==> src/rtl/logicnet_lut_neuron_cfg.sv <==
// Runtime-loadable LogicNet truth-table neuron: IN_BITS-wide index into a
// 2^IN_BITS x OUT_BITS table, registered result behind a valid/ready handshake.
module logicnet_lut_neuron_cfg #(
  parameter int IN_BITS  = 4,
  parameter int OUT_BITS = 2
) (
  input  logic                clk,
  input  logic                rst_n,
  input  logic                in_valid,
  input  logic [IN_BITS-1:0]  in_data,
  output logic                in_ready,
  output logic                out_valid,
  output logic [OUT_BITS-1:0] out_data,
  input  logic                out_ready,
  input  logic                cfg_we,
  input  logic [IN_BITS-1:0]  cfg_addr,
  input  logic [OUT_BITS-1:0] cfg_data,
  input  logic                cfg_fill,
  output logic                cfg_busy
);

  localparam int DEPTH = 1 << IN_BITS;

  typedef enum logic {IDLE, FILL} state_t;

  state_t              state_q, state_d;
  logic [IN_BITS-1:0]  fill_cnt;
  logic [OUT_BITS-1:0] fill_val;
  logic [OUT_BITS-1:0] lut_mem [DEPTH];
  logic                xfer;

  always_comb begin
    state_d = state_q;
    case (state_q)
      IDLE:    if (cfg_fill) state_d = FILL;
      FILL:    if (fill_cnt == IN_BITS'(DEPTH - 1)) state_d = IDLE;
      default: state_d = IDLE;
    endcase
  end

  assign cfg_busy = (state_q == FILL);
  assign in_ready = rst_n && (state_q == IDLE) && (!out_valid || out_ready);
  assign xfer     = in_valid && in_ready;

  // Reads use the pre-edge table contents, so a same-cycle write to the
  // queried address returns the old entry.
  always_ff @(posedge clk) begin
    if (!rst_n) begin
      state_q   <= IDLE;
      fill_cnt  <= '0;
      fill_val  <= '0;
      out_valid <= 1'b0;
      out_data  <= '0;
      for (int i = 0; i < DEPTH; i++) lut_mem[i] <= '0;
    end else begin
      state_q <= state_d;
      if (state_q == FILL) begin
        lut_mem[fill_cnt] <= fill_val;
        fill_cnt          <= fill_cnt + 1'b1;
      end else if (cfg_fill) begin
        fill_val <= cfg_data;
        fill_cnt <= '0;
      end else if (cfg_we) begin
        lut_mem[cfg_addr] <= cfg_data;
      end

      if (xfer) begin
        out_valid <= 1'b1;
        out_data  <= lut_mem[in_data];
      end else if (out_ready) begin
        out_valid <= 1'b0;
      end
    end
  end

endmodule
==> config.mk <==
export PLATFORM = sky130hd
export DESIGN_NAME = logicnet_lut_neuron_cfg
export DESIGN_NICKNAME = d
export VERILOG_FILES = /design/src/rtl/logicnet_lut_neuron_cfg.sv
export SDC_FILE = /design/constraint.sdc
export NUM_CORES = 1
export LEC_CHECK = 0
export ABC_AREA = 1
export CAP_MARGIN = 30
export CORE_MARGIN = 5
export CORE_UTILIZATION = 51
export CTS_CLUSTER_DIAMETER = 200
export DETAILED_ROUTE_END_ITERATION = 8
export HOLD_SLACK_MARGIN = 0.08
export MAX_ROUTING_LAYER = met4
export PLACE_DENSITY = 0.75
export RECOVER_POWER = 50
export SETUP_SLACK_MARGIN = 0.4
export SLEW_MARGIN = 0
export SYNTH_ARGS = -nofsm -noshare
export SYNTH_HDL_FRONTEND = slang
export SYNTH_SLANG_ARGS = --single-unit
==> constraint.sdc <==
create_clock -name clk -period 1.5 [get_ports clk]
set_input_delay 0.15 -clock clk [delete_from_list [all_inputs] [get_ports clk]]
set_output_delay 0.15 -clock clk [all_outputs]
set_load 0.005 [all_outputs]
# Word level (Yosys, flattened, before mapping)
# Memories as Yosys holds them, arrays and structs flattened. A register that Yosys moved wholly into a read port is not among the register bits.
# Cells that the tools add are included.
# totals
ram_bits,32
mem_count,1
inputBits,16
regBits,8
# op_classes
add_sub_neg,1
n_bitwise,1
muxes,22
eq_ne,1
n_reduce_logical,11
# mem_list
memory,words,word_bits,read_ports,rd_ports_with_merged_regs,wr,line,text
lut_mem,16,2,1,1,16,29,logic [OUT_BITS-1:0] lut_mem [DEPTH];
# op_table
op,n
$mux 4,4
$mux 1,15
$add 4x1->4 const B,1
$eq 4x4->1 const B,1
$mux 2,2
$reduce_bool 2->1,2
$reduce_or 2->1,2
$logic_and 1x1->1,3
$logic_not 1->1,2
$pmux 1 s2,1
$reduce_and 2->1,1
$logic_or 1x1->1,1
$not 1->1,1

# Depth between registers and ports, before layout
# logic_depth
ltp_word,7
depth_mapped,11

# Worst setup path before layout
# OpenSTA, ideal clock, no wires.
# synth_timing
path_kind,register to register
from,"register state_q, in the netlist cfg_busy"
to,memory lut_mem[10][0] (enable)
path_buffers,1
path_stages_with_launch,9
synth_period_minus_slack_ns,1.690
setup_slack_ns,-0.190
setup_time_ns,0.297
arrival_ns,1.393
t_required_ns,1.203
cell_sequence,dfxtp_1 > buf_2 > nor2_2 > nand3_4 > o21ai_2 > inv_1 > nor2_1 > nand2_1 > nand2_1
# synth_lines
element,line,text
start: declaration,26,"state_t state_q, state_d;"
start signal: assignment,56,state_q <= state_d;
end: declaration,29,

==> flow_metrics.env <==
export IMPL_status="finished, violations left"
export IMPL_violations="negative setup slack"
export IMPL_critPathMaxFanout=9
export IMPL_dieArea_um2=5690
export IMPL_core_area_um2=4090
export IMPL_cts_sinks=42
export IMPL_fin_setup_tns_ns=-5.87
export IMPL_yosysSeqAreaShare_pct=53.2
export IMPL_utilization_pct=74.7
export IMPL_fin_cells=377
export IMPL_wl_per_cell_um=14.0
export IMPL_cts_clk_slew_worst_paths_ns=0.08
export IMPL_synth_largest_area_cell="edfxtp_1"
export IMPL_worstPathRequired_ns=1.66
export IMPL_num_io_pins=21
export IMPL_worst_slew_pin_slew_ns=0.323
export IMPL_cap_violations=0
export IMPL_yosysUniqueCellTypes=20
export IMPL_drtPass1Iterations=4
export IMPL_async_flop_share_pct=0
export IMPL_antenna_found_initial=0
export IMPL_period_needed_ns=1.66
export IMPL_synth_nets=297
export IMPL_hpwl_um=3630
export IMPL_numCtsBuffers=5
export IMPL_ys_top_cells_by_count="93 x nand2_1, 47 x nor2_1, 38 x inv_1"
export IMPL_ant_nets=0
export IMPL_synth_seq_cells=42
export IMPL_synth_area_top_cells="edfxtp_1 44%, nand2_1 16%, dfxtp_1 9.2%"
export IMPL_pwr_share_comb_pct=17.5
export IMPL_port_buffer_count=20
export IMPL_diodes=0
export IMPL_fp_dieW_um=75.5
export IMPL_endpoint_kind="flop"
export IMPL_grt_most_used_layer="met2"
export IMPL_cts_tree="done"
export IMPL_startpoint_type="flop"
export IMPL_place_inst=367
export IMPL_post_route_period_util_pct=111
export IMPL_cts_max_path_buffers=2
export IMPL_htreeDepth=2
export IMPL_synth_ff_type="edfxtp_1"
export IMPL_worstPathArrival_ns=1.81
export IMPL_setup_viol=63
export IMPL_p_clk_share_pct=30.3
export IMPL_gr_usage_all_layers_pct=20.7
export IMPL_setup_ws_ns=-0.158
export IMPL_max_vdd_ir_drop_mv=0.562
export IMPL_use_met1_pct=24.5
export IMPL_grt_max_degree=23
export IMPL_fmax_ghz=0.603
export IMPL_syn_area_per_cell_um2=7.80
export IMPL_drive_gt1_share_pct=32.4
export IMPL_fin_skew_ns=0.00658
export IMPL_synth_most_common_cell="nand2_1"
export IMPL_grt_pass1_vias=1918
export IMPL_worst_setup_path_type="flop to flop"
export IMPL_cts_root_buffer="clkbuf_8"
export IMPL_switching_share_pct=26.8
export IMPL_netlist_area_um2=2180
export IMPL_yosys_warnings=0
export IMPL_drt_iter0_drc=109
export IMPL_intPower_mw=1.85
export IMPL_yosysTopAreaCellShare_pct=44.0
export IMPL_fillCellCount=314
export IMPL_power_density_nw_per_um2=827
export IMPL_floorplan_initialDensity_pct=53.5
export IMPL_maxSlewViolCount=0
export IMPL_die_h_um=75.5
export IMPL_cellLeakagePower_nw=1.26
export IMPL_p_switching_uw=677
export IMPL_synth_edf_count=32
export IMPL_insertion_delay_ns=0.30
export IMPL_synth_cells=280
export IMPL_hold_class="primary input to flop"
export IMPL_grt_pass1_wl_um=8440
export IMPL_vias=1964
export IMPL_rsz0062_at_grt="yes"
export IMPL_seqPwrFrac_pct=52.1
export IMPL_row_count=23
export IMPL_syn2layout_area_growth_pct=39.7
export IMPL_gp_congestion=0.857
export IMPL_relSlewSlack_pct=78.5
export IMPL_multi_input_area_um2=1120
export IMPL_via_per_inst=5.21
export IMPL_drt_total_wl_um=5260
export IMPL_globalRouteMet2Util_pct=34.2
export IMPL_seq_area_um2=1160
export IMPL_grt_met3_usage_pct=5.01
export IMPL_hold_viol=0
export IMPL_gr_total_overflow=0
export IMPL_drc=0
export IMPL_finalNetCount=343
export IMPL_preCtsSetupSlack_ns=-0.495
## final cells by class
| class | count | area share [%] |
|---|---|---|
| clock buffer | 7 | 2.83 |
| clock inverter | 1 | 0.164 |
| inverter | 39 | 4.80 |
| multi-input combinational | 191 | 36.6 |
| sequential | 42 | 38.1 |
| tap | 50 | 2.05 |
| timing repair buffer | 47 | 15.5 |
## sequential cells by signal, summed over array words and instances, names as in the netlist
| name | flops |
|---|---|
| fill_cnt | 4 |
| out_data | 2 |
| lut_mem | 32 |
| fill_val | 2 |
| cfg_busy | 1 |
| out_valid | 1 |
## power groups by stage
| stage | clock [mW] | sequential, mW | combinational [mW] |
|---|---|---|---|
| after global routing | 0.825 | 1.32 | 0.481 |
| after CTS | 0.778 | 1.32 | 0.415 |
| after floorplan | 0 | 1.34 | 0.219 |
| after global placement | 0 | 1.34 | 0.374 |
| after detailed placement | 0 | 1.34 | 0.381 |
| final | 0.766 | 1.32 | 0.443 |
## routing by layer
metal	share of wire, %	vias to the layer above
met5	0	-
met4	1.2	0
met3	4.9	5
met2	52	43
met1	42	935
li1	-	981
## worst paths after layout
check | from | cells after the start | slack [ns] | endpoint
max | cfg_busy | 8 | -0.16 | lut_mem[3][0]
min | rst_n | 4 | 0.44 | out_valid
max reg2reg | cfg_busy | 8 | -0.16 | lut_mem[3][0]
min reg2reg | fill_cnt[2] | 2 | 0.51 | fill_cnt[2]
## critical path, stage by stage (launching register included)
cell and delay, ns:
dfxtp_2 0.35, buf_4 0.18, inv_1 0.08, o21ai_2 0.16, nand2_1 0.13, nor2_2 0.23, nand2_1 0.13, buf_4 0.16
nor2_2 0.10
## through the flow
| step | total power [mW] | hold slack, ns | instance area [um2] |
|---|---|---|---|
| floorplan | 1.56 | 0.285 | 2260 |
| global placement | 1.71 | 0.483 | 2710 |
| detailed placement | 1.72 | 0.492 | 2710 |
| CTS | 2.51 | 0.425 | 2960 |
| global route | 2.63 | 0.459 | 3050 |
| finish | 2.53 | 0.437 | 3050 |
## layout by cell type (no fill, tap or decap)
master	instances
nor2_2	11
a21oi_1	4
nor3_4	1
a221oi_1	1
nor2_4	16
buf_4	13
inv_2	6
nand3_1	22
dfxtp_1	9
nand2_1	68
o21ai_2	2
nand2_2	25
clkbuf_8	6
dfxtp_2	1
edfxtp_1	32
buf_6	11
nor2_1	23
o21ai_0	5
nand3_4	1
inv_1	33
clkdlybuf4s50_1	15
dlygate4sd2_1	4
mux2i_4	2
nand3_2	2
o21a_1	2
ha_2	1
clkbuf_1	1
clkinv_2	1
buf_2	1
o21ai_4	3
buf_12	3
nand4_1	2
## kinds of logic after synthesis
group | after synthesis | synth area share [%]
and+or+nand+nor | 170 | 31.8
muxes | 2 | 1.26
DFF | 42 | 53.1
buffers and inverters | 48 | 8.42
AOI/OAI and AO/OA | 17 | 4.81
adders and majority gates | 1 | 0.573
## timing repair
action,CTS,global route
gates cloned,1,0
hold buffers,0,0
setup buffers,1,0
setup endpoints to repair,73,74
pin swaps,14,3
gates resized for setup,55,29
No activity file was read; power rests on OpenSTA's default activity.
